[config.mk]
export PLATFORM = sky130hd
export DESIGN_NAME = ate_ddr3_xfer_sched
export DESIGN_NICKNAME = d
export VERILOG_FILES = /design/src/rtl/ate_ddr3_pkg.sv /design/src/rtl/ate_ddr3_chunk_calc.sv /design/src/rtl/ate_ddr3_xfer_sched.sv
export SDC_FILE = /design/constraint.sdc
export NUM_CORES = 1
export LEC_CHECK = 0
export BUFFER_PORTS_ARGS = -buffer_cell sky130_fd_sc_hd__buf_4
export CAP_MARGIN = 20
export CORE_UTILIZATION = 40
export DETAILED_ROUTE_END_ITERATION = 16
export PLACE_DENSITY = 0.65
export SLEW_MARGIN = 40
export SYNTH_ARGS = -nofsm -noshare
export SYNTH_HDL_FRONTEND = slang
export SYNTH_HIERARCHICAL = 1
export SYNTH_SLANG_ARGS = --single-unit
[constraint.sdc]
create_clock -name ui_clk -period 4 [get_ports ui_clk]
set_input_delay 0.8 -clock ui_clk [delete_from_list [all_inputs] [get_ports ui_clk]]
set_output_delay 0.8 -clock ui_clk [all_outputs]
set_load 0.02 [all_outputs]
[src/rtl/ate_ddr3_pkg.sv]
// Shared types and constants for the DDR3 block-transfer scheduler.
package ate_ddr3_pkg;

    localparam int DDR3_AW = 26;
    localparam int BUF_AW  = 12;
    localparam int WORDS_W = 16;

    localparam logic DIR_WR = 1'b0;
    localparam logic DIR_RD = 1'b1;

    typedef enum logic [2:0] {
        ST_IDLE    = 3'd0,
        ST_LAUNCH  = 3'd1,
        ST_WAIT_HI = 3'd2,
        ST_WAIT_LO = 3'd3,
        ST_CHECK   = 3'd4,
        ST_DONE    = 3'd5
    } state_e;

    // Mover moves 64-bit DDR3 beats, so a request must be a nonzero even word count.
    function automatic logic req_len_bad(input logic [WORDS_W-1:0] words);
        return (words == 16'd0) || words[0];
    endfunction

endpackage

[src/rtl/ate_ddr3_chunk_calc.sv]
// Chunk sizing and next-chunk address arithmetic for the transfer scheduler.
module ate_ddr3_chunk_calc
    import ate_ddr3_pkg::*;
#(
    parameter int MAX_CHUNK = 2048
) (
    input  logic [WORDS_W-1:0] remaining,
    input  logic [DDR3_AW-1:0] ddr3_addr,
    input  logic [BUF_AW-1:0]  buf_addr,
    output logic [BUF_AW-1:0]  chunk,
    output logic [DDR3_AW-1:0] ddr3_next,
    output logic [BUF_AW-1:0]  buf_next
);

    localparam logic [WORDS_W-1:0] MAX_W = WORDS_W'(MAX_CHUNK);

    // Chunk is the smaller of what is left and what the mover accepts.
    always_comb begin
        chunk = 12'd0;
        if (remaining > MAX_W) begin
            chunk = MAX_W[BUF_AW-1:0];
        end else begin
            chunk = remaining[BUF_AW-1:0];
        end
    end

    // DDR3 addresses count 2-word beats; both addresses wrap silently.
    assign ddr3_next = ddr3_addr + {14'd0, chunk[BUF_AW-1:1]};
    assign buf_next  = buf_addr + chunk;

endmodule

[src/rtl/ate_ddr3_xfer_sched.sv]
// Splits one host block-transfer request into mover-sized chunks, with go/bsy
// handshaking, fault retry and a single completion report per request.
module ate_ddr3_xfer_sched
    import ate_ddr3_pkg::*;
#(
    parameter int MAX_CHUNK  = 2048,
    parameter int MAX_RETRY  = 2,
    parameter int GO_TIMEOUT = 255
) (
    input  logic               ui_clk,
    input  logic               rst_n,
    input  logic               i_app_phy_init_done,
    input  logic               i_req_valid,
    output logic               o_req_ready,
    input  logic               i_req_dir,
    input  logic [WORDS_W-1:0] i_req_words,
    input  logic [DDR3_AW-1:0] i_req_ddr3_addr,
    input  logic [BUF_AW-1:0]  i_req_buf_addr,
    output logic               o_done,
    output logic               o_done_err,
    output logic [WORDS_W-1:0] o_done_words,
    output logic               o_busy,
    output logic               o_ibuf_go,
    output logic               o_obuf_go,
    input  logic               i_ibuf_bsy,
    input  logic               i_obuf_bsy,
    input  logic               i_ibuf_ddr3_fault,
    input  logic               i_obuf_ddr3_fault,
    output logic [BUF_AW-1:0]  o_ibuf_count,
    output logic [BUF_AW-1:0]  o_obuf_count,
    output logic [BUF_AW-1:0]  o_ibuf_start_addrb,
    output logic [BUF_AW-1:0]  o_obuf_start_addra,
    output logic [DDR3_AW-1:0] o_ddr3_addra,
    output logic [DDR3_AW-1:0] o_ddr3_addrb
);

    localparam int TO_W = $clog2(GO_TIMEOUT + 1);
    localparam int RW   = $clog2(MAX_RETRY + 2);
    localparam logic [TO_W-1:0] TO_LAST   = TO_W'(GO_TIMEOUT - 1);
    localparam logic [RW-1:0]   RETRY_MAX = RW'(MAX_RETRY);

    state_e               state_r;
    logic                 ready_r, busy_r, done_r, done_err_r, err_r, go_r, dir_r;
    logic [WORDS_W-1:0]   done_words_r, rem_r, acc_r;
    logic [DDR3_AW-1:0]   ddr_r;
    logic [BUF_AW-1:0]    buf_r, cnt_r;
    logic [TO_W-1:0]      to_r;
    logic [RW-1:0]        retry_r;

    logic [BUF_AW-1:0]    chunk_s, buf_next_s;
    logic [DDR3_AW-1:0]   ddr3_next_s;
    logic                 bsy_s, fault_s;

    ate_ddr3_chunk_calc #(.MAX_CHUNK(MAX_CHUNK)) u_chunk_calc (
        .remaining (rem_r),
        .ddr3_addr (ddr_r),
        .buf_addr  (buf_r),
        .chunk     (chunk_s),
        .ddr3_next (ddr3_next_s),
        .buf_next  (buf_next_s)
    );

    assign bsy_s   = (dir_r == DIR_RD) ? i_obuf_bsy        : i_ibuf_bsy;
    assign fault_s = (dir_r == DIR_RD) ? i_obuf_ddr3_fault : i_ibuf_ddr3_fault;

    // Request sequencing: accept, launch chunks, track bsy, retry faults, report.
    always_ff @(posedge ui_clk or negedge rst_n) begin
        if (!rst_n) begin
            state_r      <= ST_IDLE;
            ready_r      <= 1'b0;
            busy_r       <= 1'b0;
            done_r       <= 1'b0;
            done_err_r   <= 1'b0;
            done_words_r <= 16'd0;
            err_r        <= 1'b0;
            go_r         <= 1'b0;
            dir_r        <= 1'b0;
            rem_r        <= 16'd0;
            acc_r        <= 16'd0;
            ddr_r        <= 26'd0;
            buf_r        <= 12'd0;
            cnt_r        <= 12'd0;
            to_r         <= '0;
            retry_r      <= '0;
        end else begin
            case (state_r)
                ST_IDLE: begin
                    done_r       <= 1'b0;
                    done_err_r   <= 1'b0;
                    done_words_r <= 16'd0;
                    busy_r       <= 1'b0;
                    if (i_req_valid && ready_r) begin
                        ready_r <= 1'b0;
                        busy_r  <= 1'b1;
                        dir_r   <= i_req_dir;
                        rem_r   <= i_req_words;
                        acc_r   <= 16'd0;
                        ddr_r   <= i_req_ddr3_addr;
                        buf_r   <= i_req_buf_addr;
                        retry_r <= '0;
                        if (req_len_bad(i_req_words)) begin
                            err_r   <= 1'b1;
                            state_r <= ST_DONE;
                        end else begin
                            err_r   <= 1'b0;
                            state_r <= ST_LAUNCH;
                        end
                    end else begin
                        ready_r <= 1'b1;
                    end
                end
                ST_LAUNCH: begin
                    if (i_app_phy_init_done) begin
                        cnt_r   <= chunk_s;
                        go_r    <= 1'b1;
                        to_r    <= '0;
                        state_r <= ST_WAIT_HI;
                    end
                end
                ST_WAIT_HI: begin
                    if (bsy_s) begin
                        go_r    <= 1'b0;
                        state_r <= ST_WAIT_LO;
                    end else if (to_r == TO_LAST) begin
                        go_r    <= 1'b0;
                        err_r   <= 1'b1;
                        state_r <= ST_DONE;
                    end else begin
                        to_r <= to_r + TO_W'(1);
                    end
                end
                ST_WAIT_LO: begin
                    if (!bsy_s) begin
                        state_r <= ST_CHECK;
                    end
                end
                ST_CHECK: begin
                    if (fault_s) begin
                        if (retry_r < RETRY_MAX) begin
                            retry_r <= retry_r + RW'(1);
                            state_r <= ST_LAUNCH;
                        end else begin
                            err_r   <= 1'b1;
                            state_r <= ST_DONE;
                        end
                    end else begin
                        acc_r   <= acc_r + {4'd0, chunk_s};
                        rem_r   <= rem_r - {4'd0, chunk_s};
                        retry_r <= '0;
                        ddr_r   <= ddr3_next_s;
                        buf_r   <= buf_next_s;
                        if (rem_r == {4'd0, chunk_s}) begin
                            state_r <= ST_DONE;
                        end else begin
                            state_r <= ST_LAUNCH;
                        end
                    end
                end
                ST_DONE: begin
                    done_r       <= 1'b1;
                    done_err_r   <= err_r;
                    done_words_r <= acc_r;
                    state_r      <= ST_IDLE;
                end
                default: begin
                    go_r    <= 1'b0;
                    state_r <= ST_IDLE;
                end
            endcase
        end
    end

    // Only the mover selected by the request direction sees go and chunk fields.
    assign o_req_ready        = ready_r;
    assign o_busy             = busy_r;
    assign o_done             = done_r;
    assign o_done_err         = done_err_r;
    assign o_done_words       = done_words_r;
    assign o_ibuf_go          = go_r && (dir_r == DIR_WR);
    assign o_obuf_go          = go_r && (dir_r == DIR_RD);
    assign o_ibuf_count       = (dir_r == DIR_WR) ? cnt_r : 12'd0;
    assign o_obuf_count       = (dir_r == DIR_RD) ? cnt_r : 12'd0;
    assign o_ibuf_start_addrb = (dir_r == DIR_WR) ? buf_r : 12'd0;
    assign o_obuf_start_addra = (dir_r == DIR_RD) ? buf_r : 12'd0;
    assign o_ddr3_addra       = (dir_r == DIR_WR) ? ddr_r : 26'd0;
    assign o_ddr3_addrb       = (dir_r == DIR_RD) ? ddr_r : 26'd0;

endmodule
Word level (Yosys, flattened, before mapping)
Index checks and enable logic that the tools add are counted.
W data, S select, Z words.
- $add $sub $neg: 6
- order comparisons: 2
- equal/unequal tests: 18
- muxes and demuxes: 55
- bitwise logic cells: 2
- reductions and logical operators: 19
- operators with widths (kind ; count):
    $mux W26 ; 4
    $pmux W16 S2 ; 3
    $mux W12 ; 7
    $mux W16 ; 4
    $pmux W26 S2 ; 1
    $mux W3 ; 9
    $add A26 B11 Y26 ; 1
    $mux W8 ; 3
    $pmux W12 S2 ; 1
    $ne A2 B2 Y1 const B ; 9
    $add A16 B12 Y16 ; 1
    $eq A16 B12 Y1 ; 1
    $gt A16 B12 Y1 const B ; 1
    $logic_not A16 Y1 ; 1
    $pmux W8 S2 ; 1
    $sub A16 B12 Y16 ; 1
    $pmux W3 S5 ; 1
    $mux W1 ; 13
    $add A12 B12 Y12 ; 1
    $reduce_and A3 Y1 ; 3
    $add A8 B1 Y8 const B ; 1
    $eq A8 B8 Y1 const B ; 1
    $reduce_and A4 Y1 ; 2
    $eq A3 B2 Y1 const B ; 2
    18 further kinds ; 30
- bits in registers: 118
- input bits: 63
- output and inout bits: 122

Depth between registers and ports, before layout
Gate-level depths: netlist of the first run.
- word-level depth: 6
- depth in mapped cells: 16

By module
Netlist of the first run, hierarchy kept.
- modules (own cells, without submodules) (module ; times used ; cells each ; area each (um2) ; seq. area each (um2)):
    ate_ddr3_xfer_sched ; 1 ; 799 ; 7014.2 ; 2952.8
    ate_ddr3_chunk_calc ; 1 ; 180 ; 1323.8 ; 0.0

Least setup slack after synthesis of the first run
OpenSTA, ideal clock, no wires.
- kind: register -> register
- from: register rem_r[13]
- to: register ddr_r[18]
- library setup time: 0.082 ns
- arrival time: 3.525 ns
- required time: 3.918 ns
- slack: 0.393 ns
- cell stages (with the launch flop): 16
- buffers on the path: 1
- path through: dfrtp_1 or4_1 a21oi_1 clkbuf_1 and2_1 ha_1 inv_1 fa_1 nor2b_1 o31a_1 a21oi_1 a31oi_1 and3_1 xor2_1 nand2_1 a31oi_1
- longest elaborated chain between the ends: 5
- ends and longest elaborated chain (item ; RTL line ; RTL):
    from (decl) ; ate_ddr3_xfer_sched.sv:44 ; logic [WORDS_W-1:0] done_words_r, rem_r, acc_r;
    from (signal assigned) ; ate_ddr3_xfer_sched.sv:96 ; rem_r <= i_req_words;
    from (signal assigned) ; ate_ddr3_xfer_sched.sv:148 ; rem_r <= rem_r - {4'd0, chunk_s};
    $gt A16 B12 Y1 ; ate_ddr3_chunk_calc.sv:20 ; if (remaining > MAX_W) begin
    $mux W12 ; ate_ddr3_chunk_calc.sv:20 ;
    net chunk_s[1] ; ate_ddr3_xfer_sched.sv:50 ; logic [BUF_AW-1:0] chunk_s, buf_next_s;
    $add A26 B11 Y26 ; ate_ddr3_chunk_calc.sv:28 ; assign ddr3_next = ddr3_addr + {14'd0, chunk[BUF_AW-1:1]};
    net ddr3_next_s[18] ; ate_ddr3_xfer_sched.sv:51 ; logic [DDR3_AW-1:0] ddr3_next_s;
    $mux W26 ; ate_ddr3_xfer_sched.sv:138 ; if (fault_s) begin
    $pmux W26 S2 ; ate_ddr3_xfer_sched.sv:86 ; case (state_r)
    to (signal assigned) ; ate_ddr3_xfer_sched.sv:98 ; ddr_r <= i_req_ddr3_addr;
    to (signal assigned) ; ate_ddr3_xfer_sched.sv:150 ; ddr_r <= ddr3_next_s;
    to (decl) ; ate_ddr3_xfer_sched.sv:45 ; logic [DDR3_AW-1:0] ddr_r;
The timed path passes the listed nets, and every way through them passes these cells. The select of a mux whose other input is x is not followed.
A chain may end at the register's enable or synchronous reset.

Worst setup path after layout of the first run
- from: register rem_r[14]
- to: register ddr_r[18]
The elaborated chain is that of the path after synthesis.

==> results.sh, run 1 <==
export IMPL_die_w_um=146
export IMPL_post_synth_cell_area_avg_um2=8.52
export IMPL_ios=185
export IMPL_cts_root_buffer="clkbuf_16"
export IMPL_synth_edf_count=0
export IMPL_max_stage_delay_ps=530
export IMPL_finalCritPeriodShare_pct=90.0
export IMPL_ys_types=66
export IMPL_routed_wl_um=23600
export IMPL_required_ps=4320
export IMPL_worst_pin_slew_ps=753
export IMPL_portBuffers=184
export IMPL_holdBufCountCts=0
export IMPL_p_leak_nw=5.00
export IMPL_n_antenna_cell=0
export IMPL_synthArstFlopShare_pct=100
export IMPL_core_area_um2=20400
export IMPL_fp_dieH_um=146
export IMPL_grt_overflow=0
export IMPL_synth_area_leaders="dfrtp_1 35%, ha_1 7.2%, nand2_1 5.9%, and2_1 5.1%, nor2b_1 4.8%"
export IMPL_yosys_area_top_type="dfrtp_1"
export IMPL_grt_max_degree=76
export IMPL_synth_top_area_share_pct=35.4
export IMPL_ys_warn_count=6
export IMPL_slew_limit_headroom_pct=49.8
export IMPL_nNetsFinal=1264
export IMPL_slowest_stage="or4_1"
export IMPL_rsz0062_at_grt="no"
export IMPL_fin_crit_ps=3600
export IMPL_critical_path_cell_chain="or4_1 -> a21oi_2 -> and2_1 -> ha_1 -> inv_1 -> fa_1 -> nor2b_1 -> o31a_1 -> a21oi_1 -> a31oi_4 -> and3_1 -> xor2_1 -> nand2_1 -> a31oi_1"
export IMPL_ys_seq_area_share_pct=35.4
export IMPL_dieArea_um2=21400
export IMPL_post_place_ws_ps=157
export IMPL_power_density_nw_per_um2=733
export IMPL_peakVddDrop_uv=328
export IMPL_fmax_mhz=278
export IMPL_final_max_slew_violation_count=0
export IMPL_track_usage_pct=22.8
export IMPL_rows=52
export IMPL_clkTransAtPathRegs_ps=50
export IMPL_layout_commonest_cell="buf_4"
export IMPL_cts_sinks=118
export IMPL_vias=7652
export IMPL_hold_slack_ps=348
export IMPL_synthesis_nets=1094
export IMPL_grt_pass1_wl_um=38600
export IMPL_skew_ps=4.82
export IMPL_clockBufferDepth=2
export IMPL_utilization_pct=51.9
export IMPL_tns_ps=0
export IMPL_start_util_pct=40.9
export IMPL_ys_dominant_reg_cell="dfrtp_1"
export IMPL_tritoncts="yes"
export IMPL_hold_class="input port to asynchronous set/reset pin"
export IMPL_drc=0
export IMPL_dp_hpwl_um=17300
export IMPL_syn_inst=979
export IMPL_drt_iter0_drc=589
export IMPL_drive_gt1_share_pct=22.3
export IMPL_power_total_mw=7.75
export IMPL_place_congestion=0.901
export IMPL_worst_slack_ps=402
export IMPL_cp_arrival_ps=3920
export IMPL_critical_path_class="flop to flop"
export IMPL_cp_end_kind="flop"
export IMPL_status="finished clean"
export IMPL_cts_buffers=17
export IMPL_setup_viol=0
export IMPL_grt_pass1_vias=7406
export IMPL_crit_path_start_kind="flop"
export IMPL_layout_common_cells="199 x buf_4, 130 x nand2_1, 117 x dfrtp_1"
export IMPL_vias_per_cell=5.35
export IMPL_wl_per_cell_um=16.5
export IMPL_worst_skew_pair_late_latency_ps=410
export IMPL_antenna_found_initial=0
export IMPL_ys_ff_latch=118
export IMPL_maxCapViolCount=0
export IMPL_hold_viol_final=0
export IMPL_firstDrtPassIters=5
export IMPL_area_delta_synth_final_pct=26.8
export IMPL_critical_path_peak_fanout=7
export IMPL_netlist_area_um2=8340
export IMPL_htreeDepth=4
export IMPL_ant_nets=0
-- critical path: cells and delay by family (launching register included) --
| kind | cells | cell delay [ps] |
|---|---|---|
| AO/OA/AOI/OAI | 5 | 1090 |
| XOR/XNOR | 1 | 150 |
| adder cells (fa/ha/maj) | 2 | 600 |
| buffers and inverters | 1 | 70 |
| flip-flops | 1 | 420 |
| AND/OR/NAND/NOR | 5 | 1190 |
-- cells by family after synthesis --
kind of cell / after synthesis / synth area share, %
XOR/XNOR: 52 / 5.46
adder cells (fa/ha/maj): 52 / 8.16
AND/OR/NAND/NOR: 424 / 25.6
flip-flops: 118 / 35.4
AO/OA/AOI/OAI: 232 / 18.9
buffers and inverters: 79 / 3.60
multiplexers: 22 / 2.85
-- report_power, final --
part | internal [mW] | switching, mW | total [mW] | leakage (nW)
clock network | 0.889 | 0.535 | 1.42 | 0.266
logic | 1.84 | 2.43 | 4.26 | 3.25
registers | 1.56 | 0.502 | 2.06 | 1.49
total | 4.29 | 3.46 | 7.75 | 5.00
-- cell type report --
type | instances | area [um^2]
inverters | 29 | 109
flip-flops and latches | 118 | 2950
multi-input cells | 782 | 5110
repair buffers | 201 | 1530
clock inverters | 5 | 50.0
fillers | 1950 | 9800
clock buffers | 24 | 482
well taps | 270 | 338
-- synthesized netlist by cell type (10+ instances only) --
cell	count
a21o_1	15
a21oi_1	40
a22o_1	18
a22oi_1	10
a31oi_1	43
and2_1	68
clkbuf_1	40
dfrtp_1	118
ha_1	48
inv_1	29
mux2_2	14
nand2_1	130
nand2b_1	13
nand3_1	16
nand4_1	11
nor2_1	76
nor2b_1	64
nor3_1	12
o21ai_0	37
xnor2_1	30
xor2_1	22
-- through the flow --
stage | instance area (um^2) | std cells
6_report | 10600 | 1429
5_1_grt | 10600 | 1429
4_1_cts | 10500 | 1429
3_5_place_dp | 10000 | 1400
3_3_place_gp | 10000 | 1400
2_1_floorplan | 8340 | 979
-- final timing paths --
| kind | from | endpoint | slack, ps | cells past startpoint |
|---|---|---|---|---|
| worst max-delay path | rem_r[14] | ddr_r[18] | 400 | 14 |
| worst min-delay path | rst_n | ddr_r[12] | 350 | 1 |
| worst max register to register | rem_r[14] | ddr_r[18] | 400 | 14 |
| worst min register to register | o_done_words[4] | o_done_words[4] | 500 | 1 |
| max in group asynchronous | rst_n | dir_r | 2920 | 2 |
| min in group ui_clk | o_done_words[4] | o_done_words[4] | 500 | 1 |
-- flip-flops by register name, indices dropped and copies added (netlist names), 2 cells and up --
register      flops
acc_r            16
buf_r            12
cnt_r            12
ddr_r            26
o_done_words     16
rem_r            16
retry_r           2
state_r           3
to_r              8
-- repair_timing --
action                                  4_1_cts  5_1_grt
endpoints found under the setup margin        0        7
setup buffers                                 0        0
gates resized for setup                       0        3
-- metal layers --
metal,vias up,share of wire (%),track usage [%]
li1,3782,-,-
met1,3612,48,31.2
met2,227,45,36.4
met3,31,5.6,4.44
met4,0,1.7,6.93
met5,-,0,0
Note: power is estimated with default switching activity, not from simulation.
==> run 2: changes to the inputs <==
--- a/config.mk
+++ b/config.mk
@@ -6,7 +6,6 @@
 export NUM_CORES = 1
 export LEC_CHECK = 0
 export BUFFER_PORTS_ARGS = -buffer_cell sky130_fd_sc_hd__buf_4
-export CAP_MARGIN = 20
 export CORE_UTILIZATION = 40
 export DETAILED_ROUTE_END_ITERATION = 16
 export PLACE_DENSITY = 0.65
==> constraint.sdc (replaced) <==
create_clock -name ui_clk -period 4 [get_ports ui_clk]
set_input_delay 0.8 -clock ui_clk [delete_from_list [all_inputs] [get_ports ui_clk]]
set_output_delay 0.8 -clock ui_clk [all_outputs]
set_load 0.005 [all_outputs]
==> results.sh, run 2 (synthesized netlist as in run 1, its figures left out) <==
export IMPL_status="finished clean"
export IMPL_largest_register_ff_count=26
export IMPL_layout_commonest_cell="buf_4"
export IMPL_cp_end_kind="flop"
export IMPL_fillers=1942
export IMPL_worst_skew_pair_late_latency_ps=430
export IMPL_drt_iter0_drc=483
export IMPL_peakVddDrop_uv=373
export IMPL_drive_gt1_share_pct=22.7
export IMPL_register_area_um2=2950
export IMPL_grt_pass1_vias=7363
export IMPL_grt_pass1_wl_um=38500
export IMPL_rows=52
export IMPL_cts_buffers=17
export IMPL_hold_viol_final=0
export IMPL_rsz0062_at_grt="no"
export IMPL_drc=0
export IMPL_dieArea_um2=21400
export IMPL_nNetsFinal=1264
export IMPL_n_antenna_cell=0
export IMPL_critical_path_cell_chain="or4_1 -> a21oi_1 -> and2_1 -> ha_1 -> o21a_1 -> a2111o_1 -> and3_4 -> o21ai_2 -> or3_1 -> xnor2_1 -> nand2_1 -> a31oi_1"
export IMPL_firstDrtPassIters=5
export IMPL_track_usage_pct=22.7
export IMPL_grt_overflow=0
export IMPL_vias_per_cell=5.37
export IMPL_fmax_mhz=273
export IMPL_critical_path_peak_fanout=6
export IMPL_post_cts_buffers=0
export IMPL_portBuffers=184
export IMPL_ios=185
export IMPL_wl_per_cell_um=16.4
export IMPL_r2r_setup_slack_ps=340
export IMPL_tritoncts="yes"
export IMPL_fin_crit_ps=3660
export IMPL_reg2reg_to="ddr_r[15]"
export IMPL_post_place_ws_ps=185
export IMPL_layout_common_cells="198 x buf_4, 130 x nand2_1, 117 x dfrtp_1"
export IMPL_skew_ps=15.0
export IMPL_worst_slack_ps=340
export IMPL_start_util_pct=40.9
export IMPL_slowest_stage="or4_1"
export IMPL_area_delta_synth_final_pct=28.5
export IMPL_place_congestion=0.901
export IMPL_htreeDepth=4
export IMPL_clockBufferDepth=2
export IMPL_largest_register="ddr_r"
export IMPL_finalCritPeriodShare_pct=91.5
export IMPL_worst_pin_slew_ps=732
export IMPL_cts_sinks=118
export IMPL_cp_arrival_ps=4000
export IMPL_grt_max_degree=105
export IMPL_required_ps=4340
export IMPL_dp_hpwl_um=17100
export IMPL_hold_class="input port to asynchronous set/reset pin"
export IMPL_cts_root_buffer="clkbuf_16"
export IMPL_core_area_um2=20400
export IMPL_final_max_slew_violation_count=0
export IMPL_maxCapViolCount=0
export IMPL_ant_nets=0
export IMPL_crit_path_start_kind="flop"
export IMPL_p_leak_nw=5.06
export IMPL_rr_worst_depth=12
export IMPL_max_stage_delay_ps=520
export IMPL_multi_input_area_um2=5110
export IMPL_slew_limit_headroom_pct=51.2
export IMPL_power_density_nw_per_um2=703
export IMPL_antenna_found_initial=0
export IMPL_routed_wl_um=23500
export IMPL_setup_viol=0
export IMPL_tns_ps=0
export IMPL_critical_path_class="flop to flop"
export IMPL_die_w_um=146
export IMPL_fp_dieH_um=146
export IMPL_vias=7683
export IMPL_r2r_start="rem_r[14]"
export IMPL_clkTransAtPathRegs_ps=60
run 2: power by group:
group	leakage (nW)	switching (mW)	internal, mW
combinational	3.25	1.93	1.81
clock	0.322	0.576	1.17
sequential	1.49	0.480	1.56
run 2: layout make-up:
type                    count  area share (%)
clock buffers              21            4.48
inverters                  29            1.02
well taps                 270            3.15
repair buffers            201            14.3
multi-input cells         782            47.7
flip-flops and latches    118            27.6
clock inverters            11            1.82
run 2: through the flow:
step / area, um^2 / utilization [%] / total power [mW] / instances / hold slack, ps
2_1_floorplan: 8340 / - / 4.39 / 979 / 450
3_3_place_gp: 10000 / 49.2 / 5.71 / 1400 / 485
3_5_place_dp: 10000 / 49.2 / 5.77 / 1400 / 490
4_1_cts: 10700 / 52.5 / 7.54 / 1432 / 465
5_1_grt: 10700 / 52.6 / 8.13 / 1432 / 366
6_report: 10700 / 52.6 / 7.53 / 1432 / 330
run 2: metal layers:
layer	routed length [um]	vias up	GRT usage, %
li1	-	3783	-
met1	11200	3616	31.6
met2	10400	258	35.0
met3	1460	26	4.72
met4	391	0	7.97
met5	0	-	0
run 2: worst max path at each step:
stage / startpoint / to / slack [ps] / cells past startpoint
floorplan: rem_r[13] / ddr_r[18] / 390 / 15
global placement: rem_r[14] / ddr_r[18] / 250 / 14
detailed placement: rem_r[14] / ddr_r[18] / 180 / 14
CTS: rem_r[14] / ddr_r[18] / 170 / 14
global route: rem_r[14] / ddr_r[14] / 90 / 14
finish: rem_r[14] / ddr_r[15] / 340 / 12
run 2: timing repair:
item | in CTS | in global routing
hold buffers | 0 | 0
setup endpoints to repair | 0 | 7
gates resized for setup | 0 | 2
run 2: worst max-delay path: cells and delay by family, from the launching register on:
| kind | cells | cell delay, ps |
|---|---|---|
| DFF | 1 | 430 |
| and+or+nand+nor | 5 | 1330 |
| AOI/OAI and AO/OA | 5 | 1380 |
| xor gates and xnor gates | 1 | 110 |
| adders and majority gates | 1 | 350 |
